### config.mk
export PLATFORM = sky130hd
export DESIGN_NAME = keyword_matcher
export DESIGN_NICKNAME = d
export VERILOG_FILES = /design/src/rtl/block_nest_pkg.sv /design/src/rtl/block_nest_checker_keyword_matcher.sv
export SDC_FILE = /design/constraint.sdc
export NUM_CORES = 1
export LEC_CHECK = 0
export BUFFER_PORTS_ARGS = -buffer_cell sky130_fd_sc_hd__clkbuf_2
export CORE_MARGIN = 3
export CORE_UTILIZATION = 40
export DETAILED_ROUTE_END_ITERATION = 12
export PLACE_DENSITY_LB_ADDON = 0.2
export SKIP_CTS_REPAIR_TIMING = 1
export SYNTH_ARGS = -nofsm -noshare
export SYNTH_HDL_FRONTEND = slang
export SYNTH_SLANG_ARGS = --single-unit
### constraint.sdc
create_clock -name clk -period 3.56 [get_ports clk]
set_input_delay 0.534 -clock clk [delete_from_list [all_inputs] [get_ports clk]]
set_output_delay 0.534 -clock clk [all_outputs]
set_load 0.02 [all_outputs]
### src/rtl/block_nest_pkg.sv
// Shared word-state encoding and ASCII helpers
// for the begin/end nesting checker.
package block_nest_pkg;

  typedef enum logic [3:0] {
    W_IDLE,
    W_B,
    W_BE,
    W_BEG,
    W_BEGI,
    W_BEGIN,
    W_E,
    W_EN,
    W_END,
    W_OTHER
  } word_state_e;

  localparam logic [7:0] CASE_FOLD = 8'h20;
  localparam logic [7:0] CH_A      = 8'h61;
  localparam logic [7:0] CH_Z      = 8'h7a;
  localparam logic [7:0] CH_B      = 8'h62;
  localparam logic [7:0] CH_D      = 8'h64;
  localparam logic [7:0] CH_E      = 8'h65;
  localparam logic [7:0] CH_G      = 8'h67;
  localparam logic [7:0] CH_I      = 8'h69;
  localparam logic [7:0] CH_N      = 8'h6e;

  // Folding only maps A-Z onto a-z; no other byte lands in a-z.
  function automatic logic is_letter(logic [7:0] c);
    logic [7:0] f;
    f = c | CASE_FOLD;
    return (f >= CH_A) && (f <= CH_Z);
  endfunction

endpackage

### src/rtl/block_nest_checker_keyword_matcher.sv
// Word FSM: tracks begin/end prefixes and flags
// keyword commits on the terminating delimiter.
module keyword_matcher
  import block_nest_pkg::*;
(
  input  logic       clk,
  input  logic       reset_n,
  input  logic       clear,
  input  logic       in_valid,
  input  logic [7:0] in_data,
  output logic       begin_commit,
  output logic       end_commit,
  output logic       is_begin_tent,
  output logic       is_end_tent
);

  word_state_e state_q;
  word_state_e state_d;
  logic        letter;
  logic [7:0]  lc;
  logic        accept;

  assign letter = is_letter(in_data);
  assign lc     = in_data | CASE_FOLD;
  assign accept = in_valid & ~clear;

  always_comb begin
    state_d = state_q;
    if (clear) begin
      state_d = W_IDLE;
    end else if (in_valid) begin
      if (!letter) begin
        state_d = W_IDLE;
      end else begin
        state_d = W_OTHER;
        unique case (state_q)
          W_IDLE: begin
            if (lc == CH_B) state_d = W_B;
            else if (lc == CH_E) state_d = W_E;
          end
          W_B:    if (lc == CH_E) state_d = W_BE;
          W_BE:   if (lc == CH_G) state_d = W_BEG;
          W_BEG:  if (lc == CH_I) state_d = W_BEGI;
          W_BEGI: if (lc == CH_N) state_d = W_BEGIN;
          W_E:    if (lc == CH_N) state_d = W_EN;
          W_EN:   if (lc == CH_D) state_d = W_END;
          default: state_d = W_OTHER;
        endcase
      end
    end
  end

  always_ff @(posedge clk or negedge reset_n) begin
    if (!reset_n) state_q <= W_IDLE;
    else          state_q <= state_d;
  end

  assign is_begin_tent = (state_q == W_BEGIN);
  assign is_end_tent   = (state_q == W_END);
  assign begin_commit  = accept & ~letter & is_begin_tent;
  assign end_commit    = accept & ~letter & is_end_tent;

endmodule

# Yosys cells after proc, flatten, opt, wreduce, memory -nomap -nowiden
# Cells that the tools add are included.
[totals]
reg_bits = 4
input_bits = 12
output_inout_bits = 4
word_cells = 38
[classes]
n_lt_le_gt_ge = 2
eq_ne = 14
mux = 12
n_bitwise = 6
reduce_logical = 3
[ops]
columns = ["cell", "n"]
rows = [
  ["$eq A7 B6 Y1 const B", 6],
  ["$mux W4", 10],
  ["$pmux W4 S7", 1],
  ["$eq A4 B3 Y1 const B", 4],
  ["$eq A4 B2 Y1 const B", 2],
  ["$ge A8 B7 Y1 const B", 1],
  ["$le A8 B7 Y1 const B", 1],
  ["$and A1 B1 Y1", 4],
  ["$eq A4 B1 Y1 const B", 1],
  ["$eq A4 B4 Y1 const B", 1],
  ["$logic_not A4 Y1", 1],
  ["$not A1 Y1", 2],
  ["$reduce_bool A2 Y1", 1],
  ["$logic_and A1 B1 Y1", 1],
  ["$mux W1", 1],
]

# Longest topological paths before layout
# Gate-level depths: netlist (run 1).
[depth]
ltp_word = 7
depth_mapped = 6
mapped_depth_nobuf = 5

# Worst setup path before layout (run 1)
# No wires, ideal clock.
[synth_timing]
path_type = "register to output"
from = "reg state_q[0]"
to = "out end_commit"
arrival_ns = 1.526
t_required_ns = 3.026
path_slack_ns = 1.500
path_stages_with_launch = 5
path_buffers = 1
cell_sequence = "dfrtp_1 clkbuf_1 nand2b_1 nor3_1 and2_1"
[synth_via]
elab_chain_cells = 2
[synth_rtl]
columns = ["item", "line_no", "rtl"]
rows = [
  ["from (decl)", "block_nest_checker_keyword_matcher.sv:17", "word_state_e state_q;"],
  ["from (signal assigned)", "block_nest_checker_keyword_matcher.sv:55", "else state_q <= state_d;"],
  ["$eq A4 B4 Y1", "block_nest_checker_keyword_matcher.sv:59", "assign is_end_tent = (state_q == W_END);"],
  ["net is_end_tent", "block_nest_checker_keyword_matcher.sv:14", "output logic is_end_tent"],
  ["$and A1 B1 Y1", "block_nest_checker_keyword_matcher.sv:61", "assign end_commit = accept & ~letter & is_end_tent;"],
  ["to (decl)", "block_nest_checker_keyword_matcher.sv:12", "output logic end_commit,"],
]
# The timed path passes the listed nets, and every way through them passes these cells.

# Worst setup path after layout (run 1)
[layout_timing]
from = "in in_data[2]"
to = "out begin_commit"
[layout_via]
elab_chain_cells = 5
word_cells_on_any_way = 6
cone_classes = "order compare: 2; bitwise: 3; reduce/logical: 1"
[layout_rtl]
columns = ["item", "line_no", "rtl"]
rows = [
  ["from (decl)", "block_nest_checker_keyword_matcher.sv:10", "input logic [7:0] in_data,"],
  ["$ge A8 B7 Y1 / $le A8 B7 Y1 (equally long branches)", "block_nest_pkg.sv:32", "return (f >= CH_A) && (f <= CH_Z);"],
  ["$logic_and A1 B1 Y1 (*)", "block_nest_pkg.sv:32", ""],
  ["$not A1 Y1 (*)", "block_nest_checker_keyword_matcher.sv:60", "assign begin_commit = accept & ~letter & is_begin_tent;"],
  ["$and A1 B1 Y1 (*) (2 in series)", "block_nest_checker_keyword_matcher.sv:60", ""],
  ["to (decl)", "block_nest_checker_keyword_matcher.sv:11", "output logic begin_commit,"],
]
# Every way passes the cells marked *; elsewhere a longest branch is shown, timed or not.

==> results of run 1 <==
-- cell usage in the layout, fill, tap and decap left out --
cell type / synthesis / final
a2111oi_2: 1 / 1
a211oi_1: 2 / 2
a21o_1: 1 / 1
a21oi_1: 7 / 7
a31oi_1: 1 / 1
a32o_1: 2 / 2
a32oi_1: 1 / 1
a41o_1: 1 / 1
and2_1: 3 / 3
and4bb_1: 1 / 1
clkbuf_2: 0 / 14
clkbuf_4: 0 / 3
dfrtp_1: 4 / 4
inv_1: 2 / 2
mux2i_1: 1 / 1
nand2_1: 4 / 4
nand2b_1: 5 / 5
nand3_1: 1 / 1
nand3b_1: 2 / 2
nand4_1: 1 / 1
nor2_1: 9 / 9
nor2_2: 1 / 1
nor2b_1: 4 / 4
nor3_1: 5 / 5
nor4_1: 1 / 1
o211ai_1: 1 / 1
o21a_1: 1 / 1
o221a_1: 1 / 1
o22ai_1: 2 / 2
o31a_1: 1 / 1
o31ai_1: 1 / 1
o41ai_2: 1 / 1
or3_1: 1 / 1
or4_1: 1 / 1
or4b_4: 1 / 1
-- cell type report --
type	instances	area (sq um)
fill	120	572
clock buffer	3	22.5
timing repair buffer	14	70.1
multi-input combinational	65	427
inverter	2	7.51
sequential	4	100
tap	14	17.5
-- worst reg2reg max path, stage by stage (launching register included) --
cell	delay, ps
dfrtp_1	530
or4_1	560
o31ai_1	220
a32o_1	170
a32o_1	160
-- metrics by stage --
stage | std cells | hold slack [ps] | worst slack (ps) | total power [uW]
after global routing | 102 | 96.1 | 1350 | 151
after floorplan | 77 | 238 | 1500 | 74.4
final | 102 | 98.7 | 1470 | 140
after global placement | 99 | 342 | 1490 | 84.4
after CTS | 102 | 97.7 | 1470 | 142
after detailed placement | 99 | 346 | 1460 | 85.1
-- where the power goes --
part | internal (uW) | switching [uW] | leakage, uW
sequential | 46.6 | 2.73 | 0.0000554
combinational | 14.8 | 20.6 | 0.000214
clock | 37.7 | 17.8 | 0.0000138
-- metal layers --
layer	part of all wire (%)	vias up
li1	-	320
met1	48	280
met2	45	21
met3	6.8	0
met4	0	0
met5	0	-
-- kinds of logic after synthesis --
group / share of synthesized area, %
muxes: 1.76
and+or+nand+nor: 40.1
DFF: 17.6
buffers and inverters: 7.27
AOI/OAI and AO/OA: 33.3
-- worst paths after layout --
path,endpoint,slack [ps],cells after the start
min reg2reg,state_q[3],790,2
min in group clk,state_q[1],670,3
max in group asynchronous,state_q[0],3340,1
max,begin_commit,1470,6
min,state_q[2],100,1
max reg2reg,state_q[2],1850,4
==> flow_summary_export.csv, run 1 <==
group,metric,value,unit
placement,port_buffers,14,
layout,synthToLayoutAreaGrowth,13.4,%
setup_path,startpoint_type,"primary input",
synth,ys_ff_latch,4,
routing,detail-route-antenna-nets,0,
setup_path,crit_path_top_delay_cell,"nor3_1",
setup_path,end_kind,"primary output",
global_routing,grt_usage,16.1,%
setup_path,required,3030,ps
setup_path,r2r_start,"state_q[2]",
routing,first_iter_violations,19,
power_and_ir_drop,vdd_drop_max,207,uV
synth,yosysWarnings,0,
synth,yosysTopAreaCell,"dfrtp_1",
setup_path,worstSetupStartpoint,"in_data[2]",
clock_network,clkTransAtPathRegs,40,ps
timing,finalHoldViolCount,0,
clock_network,cts_buffer_depth,2,
placement,place_area,622,sq um
synth,yosysSeqAreaShare,17.6,%
run_status,status,"complete, no violations",
global_routing,antenna_found_initial,0,
routing,via_per_inst,6.09,
layout,reg_top3,"state_q: 4 flops",
clock_network,cts-buffers-inserted,3,
layout,fin_area,644,sq um
layout,largest_reg_flops,4,
clock_network,cts_tree,"built",
placement,post-dp-hpwl,1110,um
timing,max_freq,479,MHz
floorplan,rows,12,
global_routing,grt_max_degree,16,
clock_network,clock_latency,230,ps
global_routing,use_met1,20.9,%
layout,layout-drive-gt1-share,23.9,%
synth,syn_inst,77,
floorplan,die_y,43.7,um
timing,drv_slew,0,
routing,finalWirelength,1380,um
floorplan,die-area,1910,sq um
global_routing,grt_pass1_wl,2390,um
synth,synth.avg_cell_area,7.38,sq um
timing,max_slew.worst_pin.slew,545,ps
synth,synth.most_common_cell,"nor2_1",
layout,nets,102,
routing,num_vias,621,
setup_path,crit_family,"simple AND/OR/NAND/NOR gates",
timing,fin_skew,1.37,ps
layout,diodes,0,
setup_path,worstPathArrival,1550,ps
setup_path,cp_max_fo,8,
power_and_ir_drop,p_leak,0.000283,uW
layout,regMostFlops,"state_q",
floorplan,core-area,1220,sq um
global_routing,grt_overflow,0,
timing,finalCritPeriodShare,58.6,%
layout,post-route-util,53.0,%
setup_path,path_class,"primary input to primary output",
synth,synth.distinct_cells,36,
synth,synth_edf_count,0,
synth,synth.area.top_cells,"dfrtp_1, a21oi_1, nor2_1",
timing,layout_min_cycle_time,2090,ps
timing,grt_setup_unrepaired,"false",
global_routing,grt_pass1_vias,565,
global_routing,grt_util_met2,26.5,%
synth,netlist_top_cells_count,"nor2_1, a21oi_1, nand2b_1, nor3_1",
clock_network,cts-root-buf,"clkbuf_4",
timing,slew_headroom,63.6,%
routing,drc,0,
routing,firstDrtPassIters,4,
global_routing,met3_usage,5.39,%
timing,setup_viol,0,
clock_network,cts_num_sinks,4,
global_routing,grt.busiest_layer,"met2",
setup_path,cp_cell_sequence,"clkbuf_2 -> nor3_1 -> a211oi_1 -> nor2_1 -> and2_1 -> clkbuf_2",
flow_run,maxCapViolations,0,
setup_path,crit_path_frequent_cell,"clkbuf_2",
placement,gp_congestion,0.854,
synth,async_reset_ff_share,100,%
setup_path,critPathBufInv,2,
synth,netlist_area,568,sq um
routing,wl_per_cell,13.5,um
floorplan,io_pins,16,
floorplan,start_util,46.7,%
synth,synthFlopType,"dfrtp_1",
clock_network,htree_num_levels,1,
hold_path,hold_class,"primary input to async pin",
timing,tns,0,ps
setup_path,cpPeakStageDelay,330,ps
floorplan,die_width,43.7,um
power_and_ir_drop,p_per_area,218,nW/um^2
synth,synth.top_cell.area_share,17.6,%
synth,synth_fp_nets,89,
Note: power is estimated with default switching activity, not from simulation.
==> run 2, diff against run 1 <==
Clock period 3.56 ns to 1.8 ns, I/O delays scaled along.
==> run 2 against run 1 <==
Net effect:
- sequential share of layout area down 1.2 points
- first-iteration DRC count down 11%
- clock skew up 8.4 ps
- clock power up 110%
- wire length up 8.6%
- utilization up 4.3 points
- critical path depth down 2
- hold slack better by 260 ps
- power up 110%
- setup slack worse by 1400 ps
- combinational power up 130%
- critical endpoint is now state_q[2]
==> flow_summary_export.csv, run 2 (synthesized netlist as in run 1, its figures left out) <==
group,metric,value,unit
clock_network,cts_num_sinks,4,
setup_path,required,1970,ps
routing,detail-route-antenna-nets,0,
floorplan,die_width,43.7,um
timing,tns,0,ps
setup_path,startpoint_type,"flop",
layout,largest_reg_flops,4,
timing,holdWs,362,ps
power_and_ir_drop,clockPowerShare,40.3,%
layout,layout-drive-gt1-share,28.7,%
setup_path,crit_path_frequent_cell,"a32o_1",
power_and_ir_drop,switching_power,91.6,uW
placement,gp_congestion,0.845,
layout,synthToLayoutAreaGrowth,22.7,%
routing,firstDrtPassIters,4,
timing,slew_headroom,59.7,%
timing,max_slew.worst_pin.slew,604,ps
timing,finalCritPeriodShare,97.0,%
run_status,status,"complete, no violations",
timing,fin_ws,54.0,ps
flow_run,maxCapViolations,0,
power_and_ir_drop,swShare,31.2,%
routing,num_vias,648,
clock_network,cts-buffers-inserted,3,
timing,fin_skew,9.75,ps
timing,finalHoldViolCount,0,
floorplan,die-area,1910,sq um
setup_path,worstPathArrival,1920,ps
power_and_ir_drop,p_comb_share,27.5,%
power_and_ir_drop,p_leak,0.000319,uW
layout,reg_top3,"state_q: 4 flops",
floorplan,start_util,46.7,%
hold_path,hold_class,"primary input to async pin",
global_routing,grt_usage,17.7,%
timing,layout_min_cycle_time,1750,ps
placement,port_buffers,14,
setup_path,r2r_setup_slack,50,ps
routing,first_iter_violations,17,
clock_network,cts-root-buf,"clkbuf_4",
setup_path,cp_cell_sequence,"or4_1 -> o31ai_1 -> a32o_1 -> a32o_1",
power_and_ir_drop,vdd_drop_max,364,uV
setup_path,cp_max_fo,7,
setup_path,end_kind,"flop",
layout,diodes,0,
global_routing,grt_overflow,0,
power_and_ir_drop,intPower,201,uW
floorplan,io_pins,16,
routing,drc,0,
clock_network,htree_num_levels,1,
layout,nets,108,
layout,layout_commonest_cell,"clkbuf_2",
global_routing,grt_max_degree,15,
floorplan,rows,12,
global_routing,grt_pass1_wl,2620,um
routing,finalWirelength,1500,um
setup_path,crit_family,"compound AO/OA/AOI/OAI gates",
layout,post-route-util,57.3,%
setup_path,crit_path_top_delay_cell,"or4_1",
floorplan,die_y,43.7,um
power_and_ir_drop,p_seq_share,32.2,%
placement,pre_cts_slack,101,ps
timing,setup_viol,0,
clock_network,cts_buffer_depth,2,
routing,wl_per_cell,13.8,um
global_routing,grt_pass1_vias,610,
floorplan,core-area,1220,sq um
setup_path,cpPeakStageDelay,570,ps
power_and_ir_drop,p_per_area,420,nW/um^2
layout,regMostFlops,"state_q",
routing,via_per_inst,6.00,
timing,drv_slew,0,
setup_path,path_class,"flop to flop",
layout,final_cell_mix,"clkbuf_2, nor2_1, a21oi_1",
global_routing,antenna_found_initial,0,
clock_network,cts_tree,"built",
clock_network,clock_latency,240,ps
clock_network,clkTransAtPathRegs,40,ps
setup_path,critPathBufInv,0,
timing,max_freq,573,MHz
placement,post-dp-hpwl,1130,um
-- run 2: cell types whose count changed in the layout (fill, tap and decap cells not counted), sizes merged --
| cell | previous run | this run |
|---|---|---|
| buf | 0 | 5 |
| dlygate4sd3 | 0 | 1 |
-- run 2: power groups by stage --
stage | clock, uW | combinational, uW | sequential (uW)
5_1_grt | 128 | 90.6 | 94.7
3_5_place_dp | 0 | 77.3 | 95.5
6_report | 118 | 80.6 | 94.4
3_3_place_gp | 0 | 76.1 | 95.5
2_1_floorplan | 0 | 52.8 | 94.4
4_1_cts | 121 | 77.7 | 94.3
-- run 2: metrics by stage --
| stage | instance area [sq um] | power, uW | std cells |
|---|---|---|---|
| finish | 697 | 293 | 108 |
| global route | 697 | 313 | 108 |
| CTS | 682 | 293 | 107 |
| detailed placement | 659 | 173 | 104 |
| global placement | 659 | 172 | 104 |
| floorplan | 568 | 147 | 77 |
-- run 2: final cells by class --
type | count | area, sq um
Multi-Input combinational cell | 65 | 432
Sequential cell | 4 | 100
Fill cell | 123 | 519
Tap cell | 14 | 17.5
Inverter | 2 | 7.51
Timing Repair Buffer | 20 | 118
Clock buffer | 3 | 22.5
-- run 2: worst paths after layout --
path,from,end,cells past startpoint
max in group asynchronous,reset_n,state_q[0],2
hold / removal,reset_n,state_q[3],2
setup / recovery,state_q[0],state_q[2],4
setup reg to reg,state_q[0],state_q[2],4
min in group clk,in_valid,state_q[1],3
hold reg to reg,state_q[2],state_q[2],2
-- run 2: worst register-to-register path: stages, from the launching register on --
cell and delay, ps:
dfrtp_1 430, or4_1 570, o31ai_1 330, a32o_1 200, a32o_1 160
-- run 2: layer usage --
| metal | share of wire (%) | routed length, um | GRT usage (%) | up-vias |
|---|---|---|---|---|
| li1 | - | - | - | 328 |
| met1 | 46 | 684 | 24.6 | 292 |
| met2 | 47 | 706 | 27.3 | 28 |
| met3 | 7.0 | 104 | 4.98 | 0 |
| met4 | 0 | 0 | 3.61 | 0 |
| met5 | 0 | 0 | 0 | - |
==> run 3, diff against run 2 <==
Clock period 1.8 ns to 1.95 ns, I/O delays scaled along.
==> run 3 against run 2 <==
Net effect:
- hold slack better by 36 ps
- clock power down 16%
- wire length down 3.1%
- highest routed layer unchanged
- combinational power down 12%
==> flow_summary_export.csv, run 3 (synthesized netlist as in run 1, its figures left out) <==
group,metric,value,unit
run_status,status,"complete, no violations",
setup_path,path_class,"flop to primary output",
routing,num_vias,664,
clock_network,cts_num_sinks,4,
layout,reg_top3,"state_q: 4 flops",
floorplan,die_width,43.7,um
placement,post-dp-hpwl,1150,um
global_routing,grt_overflow,0,
layout,diodes,0,
layout,fillers,130,
layout,nets,107,
clock_network,cts_tree,"built",
timing,layout_min_cycle_time,1720,ps
clock_network,cts-buffers-inserted,3,
global_routing,grt_usage,15.9,%
timing,finalHoldViolCount,0,
timing,holdWs,398,ps
setup_path,startpoint_type,"flop",
clock_network,clock_latency,230,ps
clock_network,htree_num_levels,1,
layout,fin_cells,107,
global_routing,antenna_found_initial,0,
layout,largest_reg_flops,4,
power_and_ir_drop,vdd_drop_max,459,uV
routing,firstDrtPassIters,4,
power_and_ir_drop,finalPower,259,uW
timing,setup_viol,0,
layout,synthToLayoutAreaGrowth,20.5,%
timing,slew_headroom,63.7,%
timing,max_freq,583,MHz
setup_path,end_kind,"primary output",
setup_path,cp_max_fo,10,
global_routing,grt_max_degree,13,
floorplan,io_pins,16,
layout,layout-drive-gt1-share,26.9,%
setup_path,required,1660,ps
timing,max_slew.worst_pin.slew,543,ps
timing,tns,0,ps
routing,drc,0,
timing,fin_skew,4.44,ps
layout,final_cell_mix,"clkbuf_2, nor2_1, a21oi_1",
placement,gp_congestion,0.833,
clock_network,cts-root-buf,"clkbuf_4",
floorplan,die_y,43.7,um
routing,wl_per_cell,13.5,um
timing,grt_setup_unrepaired,"false",
global_routing,grt_pass1_vias,540,
flow_run,maxCapViolations,0,
layout,layout_commonest_cell,"clkbuf_2",
routing,detail-route-antenna-nets,0,
layout,multi_input_area,427,sq um
timing,drv_slew,0,
layout,post-route-util,56.3,%
floorplan,core-area,1220,sq um
floorplan,die-area,1910,sq um
layout,regArea,100,sq um
clock_network,clkTransAtPathRegs,40,ps
power_and_ir_drop,p_per_area,379,nW/um^2
hold_path,hold_class,"primary input to async pin",
layout,regMostFlops,"state_q",
routing,first_iter_violations,32,
timing,finalCritPeriodShare,88.0,%
clock_network,cts_buffer_depth,2,
floorplan,start_util,46.7,%
placement,port_buffers,14,
routing,finalWirelength,1450,um
global_routing,grt_pass1_wl,2300,um
power_and_ir_drop,p_leak,0.000309,uW
placement,dp_cells,103,
floorplan,rows,12,
routing,via_per_inst,6.21,
setup_path,worstPathArrival,1420,ps
## run 3: cell types whose count changed in the layout (fill, tap and decap cells not counted), sizes merged
cell	delta
buf	-1
## run 3: path summary, 6_finish.rpt
kind                             from    endpoint  slack (ps)  cells after the start
min in group clk             in_valid  state_q[1]         440                      3
setup reg to reg           state_q[0]  state_q[2]         270                      4
hold / removal                reset_n  state_q[2]         400                      2
setup / recovery           state_q[2]  end_commit         230                      4
max in group asynchronous     reset_n  state_q[3]        1430                      2
hold reg to reg            state_q[2]  state_q[2]         690                      1
## run 3: power breakdown
| part | internal (uW) | leakage, uW | total [uW] | switching, uW |
|---|---|---|---|---|
| Sequential | 85.1 | 0.0000554 | 88.6 | 3.51 |
| Combinational | 30.7 | 0.000239 | 71.2 | 40.5 |
| Clock | 68.6 | 0.0000138 | 99.7 | 31.1 |
## run 3: cell type report
cell class	instances	share of cell area, %
repair buffers	19	16.1
well taps	14	2.56
inverters	2	1.10
clock buffers	3	3.29
multi-input cells	65	62.3
flip-flops and latches	4	14.6
## run 3: worst max-delay path, cell delays in order (launching register included)
cell and delay [ps]:
dfrtp_1 460, buf_4 200, nor3_1 210, and2_1 160, clkbuf_2 160
## run 3: metal layers
metal	up-vias	part of all wire, %	global-route usage (%)
met3	0	8.1	4.98
met5	-	0	0
met4	0	0	1.81
met1	313	46	21.9
met2	26	46	25.0
li1	325	-	-
## run 3: metrics by stage
stage	area (sq um)	worst slack, ps
after floorplan	568	131
after global placement	652	226
after detailed placement	652	221
after CTS	674	225
after global routing	684	95.6
final	684	234
